[src/rtl/wb_cmd_master.sv]
// wb_cmd_master: queues register commands and issues each one as a
// single Wishbone classic cycle, returning one data/status response.
// Ports:
//   wb_clk_i, wb_rst_i        clock, sync active-high reset
//   cmd_valid/ready/we/adr/dat/sel   command stream (FIFO input)
//   rsp_valid/ready/dat/status/we    response stream
//   wb_adr_o/dat_o/sel_o/we_o/stb_o/cyc_o, wb_dat_i/ack_i/err_i
//                              Wishbone master side
module wb_cmd_master #(
  parameter int FIFO_DEPTH = 4,
  parameter int TIMEOUT    = 16
) (
  input  logic        wb_clk_i,
  input  logic        wb_rst_i,
  input  logic        cmd_valid,
  output logic        cmd_ready,
  input  logic        cmd_we,
  input  logic [4:0]  cmd_adr,
  input  logic [31:0] cmd_dat,
  input  logic [3:0]  cmd_sel,
  output logic        rsp_valid,
  input  logic        rsp_ready,
  output logic [31:0] rsp_dat,
  output logic [1:0]  rsp_status,
  output logic        rsp_we,
  output logic [4:0]  wb_adr_o,
  output logic [31:0] wb_dat_o,
  output logic [3:0]  wb_sel_o,
  output logic        wb_we_o,
  output logic        wb_stb_o,
  output logic        wb_cyc_o,
  input  logic [31:0] wb_dat_i,
  input  logic        wb_ack_i,
  input  logic        wb_err_i
);

  localparam int AW = (FIFO_DEPTH > 2) ? $clog2(FIFO_DEPTH) : 1;
  localparam int EW = 42;
  localparam logic [AW:0] FULL_C = (AW + 1)'(FIFO_DEPTH);
  localparam logic [7:0] TMO_LAST = 8'(TIMEOUT - 1);

  typedef enum logic [1:0] {
    S_IDLE,
    S_BUS,
    S_RESP
  } state_e;

  state_e        state_q;
  logic [EW-1:0] mem_q [FIFO_DEPTH];
  logic [AW-1:0] wr_ptr_q;
  logic [AW-1:0] rd_ptr_q;
  logic [AW:0]   cnt_q;
  logic [AW:0]   cnt_d;
  logic          rdy_q;
  logic          push;
  logic          pop;
  logic [EW-1:0] head;
  logic [7:0]    tmo_q;

  // ready is registered from the next occupancy, so a pop in the
  // same cycle as a full FIFO never admits a push
  assign cmd_ready = rdy_q;
  assign push      = cmd_valid & rdy_q;
  assign pop       = (state_q == S_IDLE) && (cnt_q != '0);
  assign head      = mem_q[rd_ptr_q];

  always_comb begin
    cnt_d = cnt_q;
    if (push && !pop) begin
      cnt_d = cnt_q + 1'b1;
    end else if (pop && !push) begin
      cnt_d = cnt_q - 1'b1;
    end
  end

  always_ff @(posedge wb_clk_i) begin
    if (push) begin
      mem_q[wr_ptr_q] <= {cmd_we, cmd_adr, cmd_dat, cmd_sel};
    end
  end

  always_ff @(posedge wb_clk_i) begin
    if (wb_rst_i) begin
      wr_ptr_q <= '0;
      rd_ptr_q <= '0;
      cnt_q    <= '0;
      rdy_q    <= 1'b0;
    end else begin
      if (push) wr_ptr_q <= wr_ptr_q + 1'b1;
      if (pop)  rd_ptr_q <= rd_ptr_q + 1'b1;
      cnt_q <= cnt_d;
      rdy_q <= (cnt_d != FULL_C);
    end
  end

  always_ff @(posedge wb_clk_i) begin
    if (wb_rst_i) begin
      state_q    <= S_IDLE;
      tmo_q      <= '0;
      wb_adr_o   <= '0;
      wb_dat_o   <= '0;
      wb_sel_o   <= '0;
      wb_we_o    <= 1'b0;
      wb_stb_o   <= 1'b0;
      wb_cyc_o   <= 1'b0;
      rsp_valid  <= 1'b0;
      rsp_dat    <= '0;
      rsp_status <= '0;
      rsp_we     <= 1'b0;
    end else begin
      unique case (state_q)
        S_IDLE: begin
          if (pop) begin
            wb_we_o  <= head[41];
            wb_adr_o <= head[40:36];
            wb_dat_o <= head[41] ? head[35:4] : 32'd0;
            wb_sel_o <= head[3:0];
            wb_cyc_o <= 1'b1;
            wb_stb_o <= 1'b1;
            tmo_q    <= '0;
            state_q  <= S_BUS;
          end
        end
        S_BUS: begin
          if (wb_err_i || wb_ack_i ||
              (tmo_q == TMO_LAST)) begin
            wb_cyc_o  <= 1'b0;
            wb_stb_o  <= 1'b0;
            wb_we_o   <= 1'b0;
            rsp_valid <= 1'b1;
            rsp_we    <= wb_we_o;
            // err beats ack beats timeout
            if (wb_err_i) begin
              rsp_status <= 2'b01;
              rsp_dat    <= '0;
            end else if (wb_ack_i) begin
              rsp_status <= 2'b00;
              rsp_dat    <= wb_we_o ? 32'd0 : wb_dat_i;
            end else begin
              rsp_status <= 2'b10;
              rsp_dat    <= '0;
            end
            state_q <= S_RESP;
          end else begin
            tmo_q <= tmo_q + 1'b1;
          end
        end
        S_RESP: begin
          if (rsp_ready) begin
            rsp_valid <= 1'b0;
            state_q   <= S_IDLE;
          end
        end
        default: state_q <= S_IDLE;
      endcase
    end
  end

endmodule

[config.mk]
export PLATFORM = sky130hd
export DESIGN_NAME = wb_cmd_master
export DESIGN_NICKNAME = d
export VERILOG_FILES = /design/src/rtl/wb_cmd_master.sv
export SDC_FILE = /design/constraint.sdc
export NUM_CORES = 1
export LEC_CHECK = 0
export BUFFER_PORTS_ARGS = -buffer_cell sky130_fd_sc_hd__buf_2
export CAP_MARGIN = 20
export CORE_ASPECT_RATIO = 2
export CORE_MARGIN = 10
export CORE_UTILIZATION = 50
export CTS_CLUSTER_DIAMETER = 40
export DETAILED_ROUTE_END_ITERATION = 7
export MAX_ROUTING_LAYER = met4
export PLACE_DENSITY = 0.74
export SKIP_LAST_GASP = 1
export SLEW_MARGIN = 40
export SYNTH_ARGS = -nofsm -noshare
export SYNTH_HDL_FRONTEND = slang
export SYNTH_SLANG_ARGS = --single-unit
[constraint.sdc]
create_clock -name wb_clk_i -period 2.6 [get_ports wb_clk_i]
set_input_delay 0.26 -clock wb_clk_i [delete_from_list [all_inputs] [get_ports wb_clk_i]]
set_output_delay 0.26 -clock wb_clk_i [all_outputs]
set_load 0.05 [all_outputs]
==> results_dict.tcl <==
set metrics [dict create \
    cts_resized 0 \
    antenna_found_initial 1 \
    drcViolationCount 0 \
    switching_share_pct 35.37 \
    fill_cells 1428 \
    min_period_over_period_pct 79.86 \
    tightest_slew_ns 0.7278 \
    place_ws_ns 0.5435 \
    fin_skew_ns 0.008720 \
    yosysWarnings 0 \
    setup_ws_ns 0.5236 \
    avgViaCountPerCell 5.415 \
    leakage_nw 4.491 \
    synth.distinct_cells 37 \
    synth_top_area_share_pct 50.95 \
    async_reset_ff_share_pct 0 \
    start_util_pct 50.88 \
    report.final.hold_viol_count 0 \
    rows 72 \
    crit_fanout 45 \
    grt_usage_pct 17.30 \
    gr-total-overflow 0 \
    finalPower_mw 12.21 \
    synthCells 688 \
    regArea_mm2 0.007032 \
    setup_tns_ns 0 \
    p_per_area_mw_per_mm2 986.5 \
    p_int_mw 7.893 \
    clockBufferDepth 3 \
    post_drt_wl_per_cell_um 19.21 \
    hold_class "in -> reg" \
    clk_latency_ns 0.51 \
    dieArea_mm2 0.02617 \
    postCtsSetupRepairBufs 0 \
    cts_sinks 267 \
    vias 6417 \
    yosysSeqAreaShare_pct 70.97 \
    clock_power_share_pct 25.5 \
    max_freq_ghz 0.4816 \
    die_w_um 119.5 \
    syn_nets 776 \
    ys_ff_latch 267 \
    totalWireLength_um 22760 \
    hpwlAfterDp_um 14540 \
    slew_headroom_pct 51.48 \
    grt_pass1_wl_um 35240 \
    first_pass_iters 4 \
    p_sw_mw 4.320 \
    synth_area_per_cell_um2 14.39 \
    clk_pin_slew_ns 0.07 \
    yosys.area.top_type "edfxtp_1" \
    root_buffer "clkbuf_16" \
    cap_violations 0 \
    endpoint_kind "flop" \
    setup_viol 0 \
    synth_edf_count 168 \
    first_iter_violations 428 \
    period_needed_ns 2.076 \
    postRouteAntennaNets 0 \
    arrival_ns 2.45 \
    coreArea_mm2 0.01946 \
    cts_max_level 1 \
    synth_area_mm2 0.009901 \
    drv_slew 0 \
    status "finished, final reports clean" \
    routabilityCongestion 0.7895 \
    die_h_um 219.0 \
    rsz0062_at_grt "no" \
    critPathLaunchType "flop" \
    ios 161 \
    crit_type "reg -> reg" \
    peakVddDrop_mv 0.7725 \
    grt_max_degree 84 \
    yosys-top-cells-area "edfxtp_1 51%, dfxtp_1 20%, mux4_2 9.6%" \
    io_buffers 160 \
    seqPwrFrac_pct 43.7 \
    cts_tree "yes" \
    synth_ff_type "edfxtp_1" \
    drive_gt1_share_pct 29.19 \
    grt_pass1_vias 6488 \
    combPwrFrac_pct 30.7 \
    area_growth_syn_to_layout_pct 25.04 \
    num-nets-final 997 \
    multi_input_area_mm2 0.002640 \
    numCtsBuffers 23 \
    crit_required_ns 2.97 \
]
==> cell type report <==
cell class | count | area share [%]
Sequential cell | 267 | 56.80
Multi-Input combinational cell | 365 | 21.33
Timing Repair Buffer | 246 | 13.57
Clock buffer | 27 | 4.851
Tap cell | 259 | 2.618
Clock inverter | 14 | 0.6266
Inverter | 6 | 0.1819
Antenna cell | 1 | 0.02021
==> critical path: stages (launching register included) <==
cell     delay, ns
dfxtp_1       0.38
inv_1         0.08
ha_1          0.19
nor2b_1       0.14
or3_2         0.42
buf_4         0.32
xnor2_1       0.29
a31oi_1       0.11
==> layer usage <==
layer | share of wire [%] | up-vias | GRT usage, %
li1 | - | 3037 | -
met4 | 2.0 | 0 | 5.942
met2 | 55 | 191 | 31.82
met1 | 37 | 3163 | 17.94
met5 | 0 | - | -
met3 | 5.9 | 26 | 3.266
==> path summary, 6_finish.rpt <==
path | slack [ns] | cells past startpoint | to | startpoint
setup / recovery | 0.52 | 7 | cmd_ready$_SDFF_PP0_ | cnt_q[0]$_SDFF_PP0_
setup reg to reg | 0.52 | 7 | cmd_ready$_SDFF_PP0_ | cnt_q[0]$_SDFF_PP0_
hold reg to reg | 0.45 | 2 | rsp_dat[24]$_SDFFE_PP0P_ | rsp_dat[24]$_SDFFE_PP0P_
hold / removal | 0.02 | 3 | rsp_dat[28]$_SDFFE_PP0P_ | wb_dat_i[28]
==> per-stage QoR <==
step                hold WS, ns  instances  instance area [um^2]  util [%]
floorplan                0.3589        688                  9901         -
global placement         0.4346       1077                 11030     56.71
detailed placement       0.4413       1077                 11040     56.73
CTS                   0.0007763       1184                 12380     63.61
global route            0.01042       1185                 12380     63.62
finish                  0.01819       1185                 12380     63.62
==> power groups by stage <==
stage	clock (mW)	sequential, mW	combinational, mW
floorplan	0	6.23	1.88
global placement	0	5.43	3.64
detailed placement	0	5.45	3.69
CTS	3.19	5.35	3.79
global route	3.36	5.40	4.02
finish	3.12	5.34	3.75
==> logic make-up (layout without fill, tap and decap cells) <==
family / after synthesis / after routing / share of synthesized area, %
other: 0 / 1 / 0
XOR/XNOR: 6 / 6 / 0.5308
AO/OA/AOI/OAI: 103 / 103 / 5.535
flip-flops: 267 / 267 / 70.97
multiplexers: 43 / 43 / 9.655
adder cells (fa/ha/maj): 9 / 9 / 1.112
buffers and inverters: 56 / 293 / 2.527
AND/OR/NAND/NOR: 204 / 204 / 9.668
==> placed cells by master (no fill, tap or decap), drive strengths merged <==
| cell | count |
|---|---|
| and3 | 7 |
| o211ai | 1 |
| ha | 8 |
| diode | 1 |
| mux2i | 1 |
| o21ai | 5 |
| nand4 | 32 |
| nor3 | 1 |
| nor2b | 2 |
| or3b | 1 |
| nand3 | 38 |
| nand2b | 2 |
| or2 | 1 |
| or3 | 2 |
| buf | 180 |
| clkbuf | 27 |
| a41oi | 2 |
| and2 | 2 |
| nor2 | 13 |
| clkinvlp | 5 |
| clkinv | 9 |
| edfxtp | 168 |
| inv | 6 |
| a21oi | 87 |
| mux4 | 42 |
| nand3b | 1 |
| maj3 | 1 |
| or4 | 1 |
| a21o | 1 |
| and4b | 1 |
| xor2 | 2 |
| dfxtp | 99 |
| dlygate4sd3 | 66 |
| xnor2 | 4 |
| a31oi | 6 |
| nand2 | 100 |
| o22ai | 1 |
==> cells in the mapped netlist (2+ instances only) <==
| cell | n |
|---|---|
| buf_2 | 11 |
| nand4_1 | 32 |
| buf_6 | 3 |
| nand2_1 | 100 |
| dfxtp_1 | 99 |
| a31oi_1 | 6 |
| a21oi_1 | 87 |
| inv_1 | 6 |
| and2_1 | 2 |
| xnor2_1 | 4 |
| xor2_1 | 2 |
| ha_1 | 8 |
| nor2_1 | 13 |
| nand2b_1 | 2 |
| and3_1 | 7 |
| mux4_2 | 42 |
| edfxtp_1 | 168 |
| nand3_1 | 38 |
| a41oi_1 | 2 |
| nor2b_1 | 2 |
| o21ai_0 | 4 |
| or3_1 | 2 |
| clkbuf_1 | 34 |
==> state kept, by name, summed over array words and instances, names as in the netlist, named ones only <==
register and cells:
state_q 2, mem_q 168, rsp_dat 32, rsp_we 1, rsp_status 2, wb_we_o 1, wb_adr_o 5, cmd_ready 1
wb_sel_o 4, cnt_q 3, wb_dat_o 32, tmo_q 8, wr_ptr_q 2, rd_ptr_q 2, wb_cyc_o 1, rsp_valid 1
==> repair_timing <==
action | CTS | global route
hold endpoints to repair | 196 | 0
endpoints found under the setup margin | 0 | 0
hold buffers | 66 | 0
(Power assumes the default switching activity.)
